File: src/rtl/adder_seq_ctrl.sv
// adder_seq_ctrl
//
// Multi-cycle sequencer that time-shares one external 4-bit full adder to add
// WORD_W-bit operands. It processes one SLICE_W-bit slice per cycle, LSB first.
// The carry between slices is held in a register.
//
// FSM: StIdle -> StRun -> StDone -> StIdle (2-bit encoding).
//   - StIdle: in_ready=1. An accept latches the operands and enters StRun.
//   - StRun: NSLICE cycles. Each cycle drives one slice to the adder and
//     captures the adder result at the next edge.
//   - StDone: res_valid=1 until res_ready is seen.
//
// Optional feature (macro ADDSEQ_SUB_EN):
//   - Adds input in_sub, which is latched at accept.
//   - With in_sub=1 the block computes A - B mod 2^WORD_W. B is inverted and the
//     initial carry is forced to 1. res_cout=1 then means "no borrow".
//   - Without the macro the block only adds.
//
// Ports:
//   clk, rst             clock (rising edge), synchronous active-high reset
//   in_valid/in_ready    request handshake; accept when both high
//   in_a, in_b, in_cin   operands and carry-in, sampled only at accept
//   in_sub               (ADDSEQ_SUB_EN only) subtract select, sampled at accept
//   add_a/add_b/add_cin  slice operands to the shared adder; 0 outside StRun
//   add_s/add_cout       combinational slice sum / carry back from the adder
//   res_valid/res_ready  result handshake; consumed when both high
//   res_sum, res_cout    WORD_W-bit sum and carry out of the top slice
//   busy                 high in StRun or StDone

module adder_seq_ctrl #(
  parameter int unsigned WORD_W  = 16,
  parameter int unsigned SLICE_W = 4
) (
  input  logic               clk,
  input  logic               rst,
  input  logic               in_valid,
  output logic               in_ready,
  input  logic [WORD_W-1:0]  in_a,
  input  logic [WORD_W-1:0]  in_b,
  input  logic               in_cin,
`ifdef ADDSEQ_SUB_EN
  input  logic               in_sub,
`endif
  output logic [SLICE_W-1:0] add_a,
  output logic [SLICE_W-1:0] add_b,
  output logic               add_cin,
  input  logic [SLICE_W-1:0] add_s,
  input  logic               add_cout,
  output logic               res_valid,
  input  logic               res_ready,
  output logic [WORD_W-1:0]  res_sum,
  output logic               res_cout,
  output logic               busy
);

  localparam int unsigned NSLICE = WORD_W / SLICE_W;
  localparam int unsigned IDX_W  = (NSLICE > 1) ? $clog2(NSLICE) : 1;
  localparam logic [IDX_W-1:0] LastIdx = IDX_W'(NSLICE - 1);

  typedef enum logic [1:0] {
    StIdle = 2'd0,
    StRun  = 2'd1,
    StDone = 2'd2
  } state_e;

  state_e state_q;

  // Latched operands, viewed as slices so the current slice is a plain index.
  logic [NSLICE-1:0][SLICE_W-1:0] a_q;
  logic [NSLICE-1:0][SLICE_W-1:0] b_q;
  logic [NSLICE-1:0][SLICE_W-1:0] sum_q;

  logic [IDX_W-1:0]   idx_q;
  logic [IDX_W-1:0]   idx_nxt;
  logic               carry_q;
  logic [SLICE_W-1:0] add_a_q;
  logic [SLICE_W-1:0] add_b_q;
  logic               in_ready_q;
  logic               res_valid_q;
  logic               res_cout_q;
  logic               busy_q;

  // Effective B and initial carry at accept time.
  // - Subtraction is folded in here, so the datapath in StRun is the same for
  //   add and subtract.
  // - Storing ~B is equivalent to inverting each slice on its way to add_b.
  logic [WORD_W-1:0] b_eff;
  logic              cin_eff;

  always_comb begin
    b_eff   = in_b;
    cin_eff = in_cin;
`ifdef ADDSEQ_SUB_EN
    if (in_sub) begin
      b_eff   = ~in_b;
      cin_eff = 1'b1;
    end
`endif
  end

  assign idx_nxt = idx_q + IDX_W'(1);

  always_ff @(posedge clk) begin
    if (rst) begin
      state_q     <= StIdle;
      a_q         <= '0;
      b_q         <= '0;
      sum_q       <= '0;
      idx_q       <= '0;
      carry_q     <= 1'b0;
      add_a_q     <= '0;
      add_b_q     <= '0;
      in_ready_q  <= 1'b1;
      res_valid_q <= 1'b0;
      res_cout_q  <= 1'b0;
      busy_q      <= 1'b0;
    end else begin
      case (state_q)
        StIdle: begin
          if (in_valid) begin
            a_q        <= in_a;
            b_q        <= b_eff;
            idx_q      <= '0;
            carry_q    <= cin_eff;
            // Preload slice 0 so the adder sees it during the first StRun cycle.
            add_a_q    <= in_a[SLICE_W-1:0];
            add_b_q    <= b_eff[SLICE_W-1:0];
            in_ready_q <= 1'b0;
            busy_q     <= 1'b1;
            state_q    <= StRun;
          end
        end

        StRun: begin
          sum_q[idx_q] <= add_s;
          if (idx_q == LastIdx) begin
            // The final carry goes to res_cout.
            // carry_q is cleared so add_cin reads 0 outside StRun.
            res_cout_q  <= add_cout;
            carry_q     <= 1'b0;
            add_a_q     <= '0;
            add_b_q     <= '0;
            idx_q       <= '0;
            res_valid_q <= 1'b1;
            state_q     <= StDone;
          end else begin
            carry_q <= add_cout;
            add_a_q <= a_q[idx_nxt];
            add_b_q <= b_q[idx_nxt];
            idx_q   <= idx_nxt;
          end
        end

        StDone: begin
          if (res_ready) begin
            res_valid_q <= 1'b0;
            in_ready_q  <= 1'b1;
            busy_q      <= 1'b0;
            state_q     <= StIdle;
          end
        end

        default: begin
          state_q <= StIdle;
        end
      endcase
    end
  end

  assign add_a     = add_a_q;
  assign add_b     = add_b_q;
  assign add_cin   = carry_q;
  assign in_ready  = in_ready_q;
  assign res_valid = res_valid_q;
  assign res_sum   = sum_q;
  assign res_cout  = res_cout_q;
  assign busy      = busy_q;

endmodule

File: config.mk
export PLATFORM = sky130hd
export DESIGN_NAME = adder_seq_ctrl
export DESIGN_NICKNAME = d
export VERILOG_FILES = /design/src/rtl/adder_seq_ctrl.sv
export SDC_FILE = /design/constraint.sdc
export NUM_CORES = 1
export LEC_CHECK = 0
export ABC_CLOCK_PERIOD_IN_PS = 2750
export CAP_MARGIN = 40
export CORE_MARGIN = 4
export CORE_UTILIZATION = 48
export CTS_CLUSTER_SIZE = 25
export DETAILED_ROUTE_END_ITERATION = 7
export PLACE_DENSITY = 0.79
export SYNTH_ARGS = -nofsm -noshare
export SYNTH_HDL_FRONTEND = slang
export SYNTH_SLANG_ARGS = --single-unit
File: constraint.sdc
create_clock -name clk -period 2.75 [get_ports clk]
set_input_delay 0.55 -clock clk [delete_from_list [all_inputs] [get_ports clk]]
set_output_delay 0.55 -clock clk [all_outputs]
set_load 0.02 [all_outputs]
==> metrics.txt, run 1 <==
CTS buffer count 9; Max Freq 496 MHz; # diodes 0; Core Footprint 5510 um2; Skew-Pair Late Insertion Delay 0.34 ns; synth top area cells dfxtp_1 48%, nand2_1 12%, a21oi_1 10%; Wirelength per Cell 13.9 um; antenna-violating nets left 0; Area after DPL 3470 um2; Power Density 611 nW/um2; Fillers 454; IO Port Bufs 70; routed wire length 6.37 mm; max-cap violations 0; Total GRT Usage 0.193; Die Ht 83.5 um; synthesized area 2740 um2; FF+latch count, synth 65; Critical Path RT 2.98 ns; final instance area 3700 um2; global-route wire length before repair 11.0 mm; DR WL met2 2.99 mm; Tcrit/Tclk final 0.733; CTS Sinks 65; Worst Tran Pin Value 0.763 ns; top-count cell post-synth nand2_1; # IOs 71; vias in the first global route 2435; outcome finished, final reports clean; area grow syn2layout 35.2%; initial drt markers 202; clock transition at the registers of the reported paths 0.08 ns; CP max-delay cell mux4_2; Multi-input gate area 1300 um2; Cell variety after synth 32; Row Count 27; Avg Cell Area, Syn 8.68 um2; Net Sw Power 0.566 mW; register area share after synthesis 0.476; final setup fails 0; CTS resizes 0; most frequent cells after synthesis 86 x nand2_1, 65 x dfxtp_1, 55 x a21oi_1; synthesized net count 362; crit path capture type flop; Post-Route M1 WL 2.90 mm; grt ovf 0; CP max FO 5; max layer used met4; initial antenna violation count 0; Pins Over Slew Limit 0; combinational share of power 0.142; share of cells above drive strength 1 0.0827; commonest register cell after synthesis dfxtp_1; # hold bufs at CTS 0; Final HPWL DP 4.58 mm; Root Driver clkbuf_8; Rel. slew slack 0.491; Net Sw Frac 0.251; Leak Pwr 1.39 nW; drc violations 0; Final Net Count 429; initial core utilization 0.497; ys async rst share 0; post-synth top area share 0.476; Clock power frac 0.404; type of the tightest min-delay check flop to flop; pin count of the biggest net entering global routing 30; internal power 1.69 mW; FF+latch area 1300 um2; clock skew 0.00695 ns; Clock Path Buffers 2; startpoint types flop; Syn Inst Count 315; Worst Path Arrival 2.24 ns; global placement routability congestion 0.818; htree depth 3; TritonRoute pass-1 iters 4; die width 83.5 um; sequential power share 0.454; Crit path largest cell delay 0.55 ns; crit-path cells inv_1, ha_1, mux4_2, a222oi_1, nor2_1; minimum clock period after layout 2.01 ns; EDFF count, synth 0; Hold Vio Cnt, Final 0; CTS tree done; setup TNS 0 ns; postcts setup bufs 0; unrepaired setup endpoints after global routing no; Die ar. 6970 um2; metal3 WL 341 um; maximum VDD drop 0.000456 V; vias per inst 5.25; Crit Path Class flop to flop; Yosys Warn Count 0; top cell type by total area after synthesis dfxtp_1; via count of the routed design 2411
[through the flow]
| step | hold WS, ns | cells | total power, mW | util | worst slack (ns) |
|---|---|---|---|---|---|
| 2_1_floorplan | 0.432 | 315 | 1.23 | - | 0.797 |
| 4_1_cts | 0.456 | 459 | 2.27 | 0.671 | 0.712 |
| 3_5_place_dp | 0.445 | 443 | 1.37 | 0.630 | 0.442 |
| 6_report | 0.453 | 459 | 2.26 | 0.671 | 0.736 |
| 5_1_grt | 0.482 | 459 | 2.35 | 0.671 | 0.544 |
| 3_3_place_gp | 0.437 | 443 | 1.36 | 0.630 | 0.476 |
[cell families (layout without fill, tap and decap cells)]
| logic type | Yosys count | count (layout) | synth area share |
|---|---|---|---|
| simple gates | 132 | 132 | 0.215 |
| compound gates | 76 | 76 | 0.159 |
| flops | 65 | 65 | 0.476 |
| buf+inv | 28 | 100 | 0.0503 |
| mux | 9 | 9 | 0.0778 |
| fa+ha+maj | 5 | 5 | 0.0229 |
[power groups by stage]
stage	sequential [mW]	combinational, mW	clock [mW]
6_report	1.03	0.320	0.914
5_1_grt	1.03	0.353	0.965
4_1_cts	1.02	0.322	0.920
3_5_place_dp	1.05	0.321	0
3_3_place_gp	1.04	0.316	0
2_1_floorplan	1.06	0.169	0
[critical path: cells and delay by family, from the launching register on]
family / cells / cell delay [ns]
flip-flops: 1 / 0.40
multiplexers: 1 / 0.55
AO/OA/AOI/OAI: 1 / 0.32
buffers and inverters: 1 / 0.10
adder cells (fa/ha/maj): 1 / 0.47
AND/OR/NAND/NOR: 1 / 0.07
[layout make-up]
| class | instances | area share |
|---|---|---|
| clock buffer | 10 | 0.0372 |
| inverter | 5 | 0.00508 |
| clock inverter | 6 | 0.0244 |
| sequential | 65 | 0.352 |
| tap | 72 | 0.0244 |
| multi-input combinational | 222 | 0.351 |
| timing repair buffer | 79 | 0.206 |
[flip-flops by register name (all words and copies together) (netlist names)]
name and count:
in_ready 1, add_b 4, res_valid 1, add_cin 1, idx_q 2, state_q 2, busy 1, a_q 16
b_q 16, add_a 4, res_cout 1, res_sum 16
[layout by cell type, fill, tap and decap left out, types with 2 or more instances in the layout]
cell	count
o21ai_0	5
nand3_1	16
a21oi_1	55
a221oi_1	4
nand2b_1	6
clkbuf_8	10
a22oi_1	2
nor2b_1	2
clkdlybuf4s50_1	69
mux4_2	2
dfxtp_1	65
buf_4	9
a31oi_1	2
bufinv_16	2
inv_1	5
nand2_1	86
nor2_1	13
nor3b_1	2
ha_1	5
a222oi_1	2
mux4_1	6
nand3b_1	4
[path summary, 6_finish.rpt]
| kind | start | endpoint | slack, ns | cells past startpoint |
|---|---|---|---|---|
| max reg2reg | idx_q[1] | add_a[0] | 0.74 | 5 |
| min reg2reg | b_q[2] | b_q[2] | 0.45 | 2 |
| max | idx_q[1] | add_a[0] | 0.74 | 5 |
| min | b_q[2] | b_q[2] | 0.45 | 2 |
[metal layers]
layer / vias to the layer above / track usage
met5: - / 0
met4: 0 / 0.0936
met3: 13 / 0.0385
met2: 70 / 0.316
met1: 1109 / 0.244
li1: 1219 / -
(Power assumes the default switching activity.)
==> run 2, diff against run 1 <==
Settings changed: ABC_CLOCK_PERIOD_IN_PS 2750 to 1790, CORE_UTILIZATION 48 to 44, PLACE_DENSITY 0.79 to 0.76.
Clock period 2.75 ns to 1.79 ns, I/O delays scaled along.
==> metrics.txt, run 2 (same netlist as run 1, synthesis figures left out) <==
Skew-Pair Late Insertion Delay 0.34 ns; Worst Path Arrival 1.96 ns; vias per inst 5.14; startpoint types flop; initial core utilization 0.457; maximum VDD drop 0.000500 V; most frequent cells in the layout 86 x nand2_1, 69 x clkdlybuf4s50_1, 63 x dfxtp_1, 55 x a21oi_1, 21 x buf_4; Die ar. 7540 um2; Die Ht 86.8 um; antenna-violating nets left 0; vias in the first global route 2424; slack of the critical path 0.0541 ns; share of cells above drive strength 1 0.115; Leak Pwr 1.44 nW; Critical Path RT 2.01 ns; # diodes 0; CTS buffer count 9; routed wire length 6.62 mm; area grow syn2layout 37.8%; grt ovf 0; Total GRT Usage 0.191; CTS Sinks 65; DP Worst Slack 0.0275 ns; Core Footprint 5990 um2; outcome finished, final reports clean; Crit Path Class flop to flop; global-route wire length before repair 11.3 mm; # hold bufs at CTS 0; Area after DPL 3550 um2; max-cap violations 0; Rel. slew slack 0.667; WHS Endpoint idx_q[1]; Wirelength per Cell 14.0 um; Pins Over Slew Limit 0; TritonRoute pass-1 iters 4; global placement routability congestion 0.777; CP max FO 6; Fillers 511; Reg-to-Reg End add_a[0]; Final Net Count 441; Clock Path Buffers 2; Hold Startpoint rst; Crit path largest cell delay 0.52 ns; unrepaired setup endpoints after global routing yes; clock transition at the registers of the reported paths 0.07 ns; Row Count 28; via count of the routed design 2434; pin count of the biggest net entering global routing 28; CTS tree done; drc violations 0; die width 86.8 um; Final HPWL DP 4.80 mm; hold depth 2; Hold Vio Cnt, Final 0; Max Freq 576 MHz; Power Density 878 nW/um2; clock skew 0.00960 ns; final instance area 3770 um2; type of the tightest min-delay check primary input to flop; Root Driver clkbuf_8; Worst Tran Pin Value 0.498 ns; RR Startpoint idx_q[0]; crit-path cells inv_4, ha_4, mux4_2, a222oi_1, nor2_1; IO Port Bufs 70; CP max-delay cell mux4_2; Tcrit/Tclk final 0.970; final setup fails 0; htree depth 3; Worst Hold Slack 0.382 ns; minimum clock period after layout 1.74 ns; # IOs 71; leading cell type in the layout, fill and taps excluded nand2_1; initial antenna violation count 0; R2R setup slack 0.05 ns; depth of the most critical reg-to-reg path 5; initial drt markers 185; crit path capture type flop
run 2: changes by cell type in the layout (fill, tap and decap cells not counted), moves of 2 or more:
cell      before  now
buf_4          9   21
clkbuf_1       0    3
dfxtp_1       65   63
dfxtp_2        0    2
inv_1          5    3
run 2: layout make-up:
class                      count  area [um2]  area share
clock buffer                  13         149      0.0395
timing repair buffer          91         853       0.226
inverter                       5        21.3     0.00564
multi-input combinational    222        1310       0.347
clock inverter                 3        40.0      0.0106
sequential                    65        1300       0.346
tap                           75        93.8      0.0249
run 2: worst max path at each step:
stage,startpoint,end
finish,idx_q[0],add_a[0]
global route,idx_q[0],add_a[0]
CTS,idx_q[1],add_a[1]
detailed placement,in_valid,b_q[7]
global placement,in_valid,b_q[7]
floorplan,idx_q[0],add_a[0]
run 2: repair_timing:
item / in CTS / in global routing
resized for setup: 0 / 2
setup endpoints to repair: 0 / 2
buffers inserted: 0 / 4
endpoints found under the hold margin: 0 / 0
run 2: power by group:
group	total [mW]	internal (mW)	switching, mW
Clock	1.21	0.679	0.527
Sequential	1.57	1.52	0.0491
Combinational	0.531	0.278	0.253
run 2: per-stage QoR:
step,TNS (ns),power [mW],std cells,util
3_3_place_gp,0,2.12,454,0.593
3_5_place_dp,0,2.13,454,0.593
5_1_grt,-0.0570,3.48,474,0.629
4_1_cts,0,3.34,470,0.624
2_1_floorplan,-0.0714,1.89,315,-
6_report,0,3.31,474,0.629
run 2: layer usage:
layer  global-route usage  vias up  share of wire  wire length, um
met5                    0        -              0                0
met4               0.0765        0          0.012               82
met3               0.0447        7          0.069              459
met2                0.308       76           0.48             3180
met1                0.246     1107           0.44             2910
li1                     -     1244              -                -
run 2: worst max-delay path: cells and delay by family (launching register included):
family,cells,cell delay [ns]
AND/OR/NAND/NOR,1,0.09
flip-flops,1,0.35
buffers and inverters,1,0.05
multiplexers,1,0.52
AO/OA/AOI/OAI,1,0.30
adder cells (fa/ha/maj),1,0.32
